==> src/rtl/ns_msg_relay_if.sv <==
// ns_msg_relay_if: one 4-phase message channel.
// A channel carries the fields src/dst/dat/red plus the req/ack handshake pair.
`ifndef NS_ADDRESS_SIZE
`define NS_ADDRESS_SIZE 8
`endif
`ifndef NS_DATA_SIZE
`define NS_DATA_SIZE 16
`endif
`ifndef NS_REDUN_SIZE
`define NS_REDUN_SIZE 8
`endif

interface ns_msg_relay_if #(
    parameter int ASZ = `NS_ADDRESS_SIZE,
    parameter int DSZ = `NS_DATA_SIZE,
    parameter int RSZ = `NS_REDUN_SIZE
);
    logic [ASZ-1:0] src;
    logic [ASZ-1:0] dst;
    logic [DSZ-1:0] dat;
    logic [RSZ-1:0] red;
    logic           req;
    logic           ack;

    modport master (output src, dst, dat, red, req, input ack);
    modport slave  (input src, dst, dat, red, req, output ack);
endinterface

==> src/rtl/ns_msg_relay.sv <==
// ns_msg_relay: buffered relay between two 4-phase message channels.
// Incoming messages are redundancy-checked. Good ones are queued in a FIFO and
// re-issued in order. Bad ones are acknowledged, dropped and counted.
`ifndef NS_ADDRESS_SIZE
`define NS_ADDRESS_SIZE 8
`endif
`ifndef NS_DATA_SIZE
`define NS_DATA_SIZE 16
`endif
`ifndef NS_REDUN_SIZE
`define NS_REDUN_SIZE 8
`endif
`ifndef NS_REQ_CKS
`define NS_REQ_CKS 3
`endif
`ifndef NS_ACK_CKS
`define NS_ACK_CKS 2
`endif

module ns_msg_relay #(
    parameter int ASZ     = `NS_ADDRESS_SIZE,
    parameter int DSZ     = `NS_DATA_SIZE,
    parameter int RSZ     = `NS_REDUN_SIZE,
    parameter int DEPTH   = 4,
    parameter int REQ_CKS = `NS_REQ_CKS,
    parameter int ACK_CKS = `NS_ACK_CKS
) (
    input  logic                   clk,
    input  logic                   rst_n,
    ns_msg_relay_if.slave          i0,
    ns_msg_relay_if.master         o0,
    output logic [$clog2(DEPTH):0] level,
    output logic                   err,
    output logic [7:0]             err_cnt
);
    localparam int PW  = $clog2(DEPTH);
    localparam int LW  = PW + 1;
    localparam int FW  = 2 * ASZ + DSZ;
    localparam int EW  = FW + RSZ;
    localparam int NCH = (FW + RSZ - 1) / RSZ;
    localparam int RCW = $clog2(REQ_CKS + 1);
    localparam int ACW = $clog2(ACK_CKS + 1);

    typedef enum logic {IN_IDLE, IN_ACK} in_state_t;
    typedef enum logic [1:0] {OUT_IDLE, OUT_REQ, OUT_WAIT} out_state_t;

    // Redundancy is the XOR of all RSZ-wide chunks of {src, dst, dat}.
    // The top chunk is zero-padded when the field width does not divide evenly.
    function automatic logic [RSZ-1:0] calc_redun(input logic [ASZ-1:0] s,
                                                  input logic [ASZ-1:0] d,
                                                  input logic [DSZ-1:0] x);
        logic [NCH*RSZ-1:0] padded;
        logic [RSZ-1:0]     acc;
        padded         = '0;
        padded[FW-1:0] = {s, d, x};
        acc            = '0;
        for (int i = 0; i < NCH; i++) acc ^= padded[i*RSZ +: RSZ];
        return acc;
    endfunction

    logic            req_s1, req_s2, ack_s1, ack_s2;
    logic            ckd_req, ckd_ack;
    logic [RCW-1:0]  req_cnt;
    logic [ACW-1:0]  ack_cnt;
    in_state_t       in_state, in_next;
    out_state_t      out_state, out_next;
    logic            red_ok, wr_en, drop_en, load_en, pop_en;
    logic [PW-1:0]   wr_ptr, rd_ptr;
    logic [EW-1:0]   mem [DEPTH];
    logic [EW-1:0]   out_q;

    assign red_ok = (i0.red == calc_redun(i0.src, i0.dst, i0.dat));

    // Two-flop synchronizers for the asynchronous req and ack inputs.
    always_ff @(posedge clk or negedge rst_n) begin
        if (!rst_n) begin
            req_s1 <= 1'b0;
            req_s2 <= 1'b0;
            ack_s1 <= 1'b0;
            ack_s2 <= 1'b0;
        end else begin
            req_s1 <= i0.req;
            req_s2 <= req_s1;
            ack_s1 <= o0.ack;
            ack_s2 <= ack_s1;
        end
    end

    // Req debouncer: adopt the synchronized level after REQ_CKS stable edges.
    always_ff @(posedge clk or negedge rst_n) begin
        if (!rst_n) begin
            ckd_req <= 1'b0;
            req_cnt <= '0;
        end else if (req_s2 == ckd_req) begin
            req_cnt <= '0;
        end else if (req_cnt == RCW'(REQ_CKS - 1)) begin
            ckd_req <= req_s2;
            req_cnt <= '0;
        end else begin
            req_cnt <= req_cnt + 1'b1;
        end
    end

    // Ack debouncer: adopt the synchronized level after ACK_CKS stable edges.
    always_ff @(posedge clk or negedge rst_n) begin
        if (!rst_n) begin
            ckd_ack <= 1'b0;
            ack_cnt <= '0;
        end else if (ack_s2 == ckd_ack) begin
            ack_cnt <= '0;
        end else if (ack_cnt == ACW'(ACK_CKS - 1)) begin
            ckd_ack <= ack_s2;
            ack_cnt <= '0;
        end else begin
            ack_cnt <= ack_cnt + 1'b1;
        end
    end

    // Input FSM: accept or drop a message when there is room, then wait for req to fall.
    always_comb begin
        in_next = in_state;
        wr_en   = 1'b0;
        drop_en = 1'b0;
        case (in_state)
            IN_IDLE: begin
                if (ckd_req && (level < LW'(DEPTH))) begin
                    wr_en   = red_ok;
                    drop_en = !red_ok;
                    in_next = IN_ACK;
                end
            end
            IN_ACK: begin
                if (!ckd_req) in_next = IN_IDLE;
            end
            default: in_next = IN_IDLE;
        endcase
    end

    // Output FSM: present the head entry, pop on ack, then wait for ack to fall.
    always_comb begin
        out_next = out_state;
        load_en  = 1'b0;
        pop_en   = 1'b0;
        case (out_state)
            OUT_IDLE: begin
                if ((level != '0) && !ckd_ack) begin
                    load_en  = 1'b1;
                    out_next = OUT_REQ;
                end
            end
            OUT_REQ: begin
                if (ckd_ack) begin
                    pop_en   = 1'b1;
                    out_next = OUT_WAIT;
                end
            end
            OUT_WAIT: begin
                if (!ckd_ack) out_next = OUT_IDLE;
            end
            default: out_next = OUT_IDLE;
        endcase
    end

    // State, pointers, occupancy, error tracking and the output field register.
    always_ff @(posedge clk or negedge rst_n) begin
        if (!rst_n) begin
            in_state  <= IN_IDLE;
            out_state <= OUT_IDLE;
            wr_ptr    <= '0;
            rd_ptr    <= '0;
            level     <= '0;
            err       <= 1'b0;
            err_cnt   <= '0;
            out_q     <= '0;
        end else begin
            in_state  <= in_next;
            out_state <= out_next;
            if (wr_en) wr_ptr <= wr_ptr + 1'b1;
            if (pop_en) rd_ptr <= rd_ptr + 1'b1;
            case ({wr_en, pop_en})
                2'b10:   level <= level + 1'b1;
                2'b01:   level <= level - 1'b1;
                default: level <= level;
            endcase
            if (drop_en) begin
                err <= 1'b1;
                if (err_cnt != 8'hFF) err_cnt <= err_cnt + 1'b1;
            end
            if (load_en) out_q <= mem[rd_ptr];
        end
    end

    // FIFO storage; entries are only meaningful between the pointers, so no reset.
    always_ff @(posedge clk) begin
        if (wr_en) mem[wr_ptr] <= {i0.src, i0.dst, i0.dat, i0.red};
    end

    assign i0.ack = (in_state == IN_ACK);
    assign o0.req = (out_state == OUT_REQ);
    assign o0.src = out_q[EW-1 -: ASZ];
    assign o0.dst = out_q[EW-ASZ-1 -: ASZ];
    assign o0.dat = out_q[RSZ +: DSZ];
    assign o0.red = out_q[RSZ-1:0];
endmodule

==> src/flat_wrapper.sv <==
// flat-port wrapper written by rule: the top's interface ports become plain ports
module ns_msg_relay_flat 
#(
    parameter int ASZ     = `NS_ADDRESS_SIZE,
    parameter int DSZ     = `NS_DATA_SIZE,
    parameter int RSZ     = `NS_REDUN_SIZE,
    parameter int DEPTH   = 4,
    parameter int REQ_CKS = `NS_REQ_CKS,
    parameter int ACK_CKS = `NS_ACK_CKS
)
  (clk, rst_n, level, err, err_cnt, i0_src, i0_dst, i0_dat, i0_red, i0_req, i0_ack, o0_src, o0_dst, o0_dat, o0_red, o0_req, o0_ack);
  ns_msg_relay_if #(.ASZ(ASZ), .DSZ(DSZ), .RSZ(RSZ)) i0_i ();
  ns_msg_relay_if #(.ASZ(ASZ), .DSZ(DSZ), .RSZ(RSZ)) o0_i ();
  input  logic clk;
  input  logic rst_n;
  output logic [$clog2(DEPTH):0] level;
  output logic err;
  output logic [7:0] err_cnt;
  input wire logic [$bits(i0_i.src)-1:0] i0_src;
  input wire logic [$bits(i0_i.dst)-1:0] i0_dst;
  input wire logic [$bits(i0_i.dat)-1:0] i0_dat;
  input wire logic [$bits(i0_i.red)-1:0] i0_red;
  input wire logic [$bits(i0_i.req)-1:0] i0_req;
  output wire logic [$bits(i0_i.ack)-1:0] i0_ack;
  output wire logic [$bits(o0_i.src)-1:0] o0_src;
  output wire logic [$bits(o0_i.dst)-1:0] o0_dst;
  output wire logic [$bits(o0_i.dat)-1:0] o0_dat;
  output wire logic [$bits(o0_i.red)-1:0] o0_red;
  output wire logic [$bits(o0_i.req)-1:0] o0_req;
  input wire logic [$bits(o0_i.ack)-1:0] o0_ack;
  assign i0_i.src = i0_src;
  assign i0_i.dst = i0_dst;
  assign i0_i.dat = i0_dat;
  assign i0_i.red = i0_red;
  assign i0_i.req = i0_req;
  assign i0_ack = i0_i.ack;
  assign o0_src = o0_i.src;
  assign o0_dst = o0_i.dst;
  assign o0_dat = o0_i.dat;
  assign o0_red = o0_i.red;
  assign o0_req = o0_i.req;
  assign o0_i.ack = o0_ack;
  ns_msg_relay #(.ASZ(ASZ), .DSZ(DSZ), .RSZ(RSZ), .DEPTH(DEPTH), .REQ_CKS(REQ_CKS), .ACK_CKS(ACK_CKS)) u_core (.clk(clk), .rst_n(rst_n), .i0(i0_i), .o0(o0_i), .level(level), .err(err), .err_cnt(err_cnt));
endmodule
==> config.mk <==
export PLATFORM = sky130hd
export DESIGN_NAME = ns_msg_relay_flat
export DESIGN_NICKNAME = d
export VERILOG_FILES = /design/src/rtl/ns_msg_relay_if.sv /design/src/rtl/ns_msg_relay.sv /design/src/flat_wrapper.sv
export SDC_FILE = /design/constraint.sdc
export NUM_CORES = 1
export LEC_CHECK = 0
export ABC_AREA = 1
export BUFFER_PORTS_ARGS = -buffer_cell sky130_fd_sc_hd__clkbuf_2
export CAP_MARGIN = 10
export CORE_ASPECT_RATIO = 0.9
export CORE_MARGIN = 4
export CORE_UTILIZATION = 53
export CTS_CLUSTER_DIAMETER = 100
export DETAILED_ROUTE_END_ITERATION = 10
export HOLD_SLACK_MARGIN = 0.02
export PLACE_DENSITY = 0.76
export SYNTH_ARGS = -nofsm -noshare
export SYNTH_HDL_FRONTEND = slang
export SYNTH_SLANG_ARGS = --single-unit
==> constraint.sdc <==
create_clock -name clk -period 3 [get_ports clk]
set_input_delay 0.3 -clock clk [delete_from_list [all_inputs] [get_ports clk]]
set_output_delay 0.3 -clock clk [all_outputs]
set_load 0.01 [all_outputs]
==> impl_metrics.json <==
{
  "gp_congestion": 0.8014,
  "grt_usage_pct": 20.20,
  "worst_hold_slack_ps": 47.75,
  "num_antenna_cells": 0,
  "viasPerCell": 5.247,
  "die_h_um": 133.3,
  "ys_seq_area_share_pct": 70.62,
  "synth_area_per_cell_um2": 11.45,
  "wl_mm": 20.01,
  "fin_skew_ps": 13.67,
  "initialDrtViolationCount": 496,
  "placementRows": 45,
  "setup_violations": 0,
  "hpwlAfterDp_mm": 12.16,
  "post-place-ws_ps": 523.8,
  "startpoint_type": "register",
  "rsz0062_at_grt": "false",
  "min_period_ps": 2208,
  "grt_pass1_wl_mm": 31.45,
  "cp.required_ps": 3400,
  "cts_root_buf": "clkbuf_16",
  "syn_area_um2": 9249,
  "fmaxAchievable_mhz": 452.9,
  "syn_inst": 808,
  "min_to": "u_core.mem[0][37]",
  "synth_cell_type_count": 27,
  "endpoint_kind": "register",
  "drt_pass1_iterations": 5,
  "r2r_setup_slack_ps": 790,
  "grt_pass1_vias": 5730,
  "cts_buffer_depth": 3,
  "cap_violations": 0,
  "clock_latency_ps": 490,
  "yosysTopAreaCell": "edfxtp_1",
  "ir_worst_vdd_v": 0.0004899,
  "worst_slew_pin_slew_ps": 936.6,
  "critical_path_buf_inv_count": 1,
  "synth_top_area_share_pct": 51.95,
  "outcome": "finished clean",
  "fin_cells": 1165,
  "synth_edf_count": 160,
  "slowest_stage": "nor3_1",
  "ys.flop_type": "edfxtp_1",
  "min_from": "i0_src[5]",
  "clk_pin_slew_worst_paths_ps": 60,
  "synth_common_cells": "210 x nor2_1, 160 x edfxtp_1, 90 x nand2_1",
  "areaGrowthSynthToFinish_pct": 16.60,
  "die_w_um": 147.2,
  "ioPinCount": 98,
  "final_antenna_net_count": 0,
  "synthArstFlopShare_pct": 30.13,
  "max-slew-margin-rel_pct": 37.56,
  "gr-total-overflow": 0,
  "path_cells": "nor3_1 -> nand3_4 -> ha_1 -> inv_1 -> fa_1 -> o21ai_0",
  "vias": 6113,
  "arrival_ps": 2600,
  "finalCritPeriodShare_pct": 73.60,
  "cts_tree": "built",
  "min_path_type": "primary input to register",
  "nets": 965,
  "nFillCells": 1314,
  "grt_max_degree": 83,
  "io_buffer_count": 97,
  "initial_core_util_pct": 54.39,
  "yosysMostFrequentCell": "nor2_1",
  "synth_seq_cells": 229,
  "core_um2": 17000,
  "antenna_found_initial": 0,
  "slew_violations": 0,
  "hold_violations": 0,
  "cts_resized": 0,
  "synthTopCellsByArea": "edfxtp_1 52%, dfrtp_1 19%, nor2_1 8.5%",
  "dp.cells": 1121,
  "power_density_nw_per_um2": 887.2,
  "fin_ws_ps": 792.1,
  "critPathTopFamily": "simple AND/OR/NAND/NOR gates",
  "synth_nets": 859,
  "wl_per_cell_um": 17.18,
  "path_class": "register to register",
  "fin_tns_setup_ps": 0,
  "hold_depth": 1,
  "die_area_um2": 19630,
  "ys_warn_count": 0,
  "final_layout_size_suffix_gt1_share_pct": 16.67,
  "timing.rr.end": "u_core.level[1]",
  "drc": 0,
  "critical-path-max-stage-delay_ps": 490,
  "clock-sinks": 229,
  "leakage_nw": 4.304,
  "worst-path-max-fanout": 8,
  "reg2regPathDepth": 6,
  "reg2reg_from": "u_core.level[2]",
  "htreeDepth": 1,
  "cts_inserted_buffers": 23
}
## worst max-delay path by stage
stage                   startpoint                to  slack [ps]  depth (start not counted)
6_report           u_core.level[2]   u_core.level[1]         790                          6
5_1_grt        u_core.out_state[0]   u_core.level[2]         640                         10
4_1_cts            u_core.level[2]   u_core.level[1]         740                          6
3_5_place_dp             i0_dst[3]   u_core.level[1]         520                         14
3_3_place_gp             i0_dst[5]   u_core.level[2]         550                         15
2_1_floorplan            i0_dst[5]  u_core.mem[0][0]        -250                         10
## cell type report
class | count | area (um2) | share of cell area, %
clock buffers | 34 | 636.9 | 5.906
flip-flops and latches | 229 | 6533 | 60.58
clock inverters | 7 | 57.56 | 0.5337
well taps | 235 | 294.0 | 2.727
repair buffers | 116 | 663.1 | 6.149
inverters | 48 | 180.2 | 1.671
multi-input cells | 496 | 2420 | 22.44
## state kept, by name, summed over array words and instances (netlist names)
| register | flops |
|---|---|
| u_core.level | 3 |
| u_core.ack_cnt | 2 |
| u_core.ack_s2 | 1 |
| u_core.i0.ack | 1 |
| u_core.ckd_req | 1 |
| u_core.ack_s1 | 1 |
| u_core.out_state | 2 |
| u_core.mem | 160 |
| u_core.req_s1 | 1 |
| u_core.err | 1 |
| u_core.rd_ptr | 2 |
| u_core.err_cnt | 8 |
| u_core.req_cnt | 2 |
| u_core.req_s2 | 1 |
| u_core.ckd_ack | 1 |
| u_core.out_q | 40 |
| u_core.wr_ptr | 2 |
## stage by stage
step | utilization, % | total power [mW] | cell area (um2)
global placement | 59.16 | 6.912 | 10060
finish | 63.42 | 9.568 | 10780
global route | 63.42 | 10.16 | 10780
floorplan | - | 5.980 | 9249
CTS | 63.42 | 9.641 | 10780
detailed placement | 59.16 | 7.005 | 10060
## routing by layer
metal	track usage [%]	routed length [um]	vias to the layer above
li1	-	-	2967
met1	29.48	8987	2950
met2	32.01	9373	166
met3	4.184	1298	30
met4	4.037	354	0
met5	0	0	-
## cell usage in the layout (no fill, tap or decap), types with 2 or more instances in the layout
cell type,count
clkinv_2,4
a31oi_1,40
nand2_1,90
nand3_1,11
buf_4,15
nand4_1,9
clkbuf_16,23
nor2_1,206
edfxtp_1,160
clkbuf_2,96
nand3_4,2
nor2_4,6
nand3b_1,8
buf_12,2
ha_1,6
inv_1,46
nor3_1,6
xnor2_1,8
a21oi_1,2
xor2_1,12
clkbuf_1,9
clkinv_1,3
o21ai_0,84
dlygate4sd3_1,3
clkbuf_8,2
dfrtp_1,68
## what timing repair did
| action | in CTS | in global routing |
|---|---|---|
| hold endpoints to repair | 48 | 0 |
| buffers inserted | 0 | 0 |
| hold buffers | 3 | 0 |
## cells by family (layout without fill, tap and decap cells)
| kind of cell | after synthesis | count (layout) | synth area share (%) |
|---|---|---|---|
| simple gates | 341 | 341 | 15.39 |
| flops | 229 | 229 | 70.62 |
| compound gates | 128 | 128 | 7.522 |
| buf+inv | 83 | 205 | 3.544 |
| xor+xnor | 20 | 20 | 1.894 |
| fa+ha+maj | 7 | 7 | 1.028 |
## report_power, final
group | switching [mW] | internal, mW | total (mW)
clock network | 1.09 | 1.55 | 2.64
logic | 1.86 | 1.00 | 2.87
registers | 0.282 | 3.78 | 4.06
(Power assumes the default switching activity.)
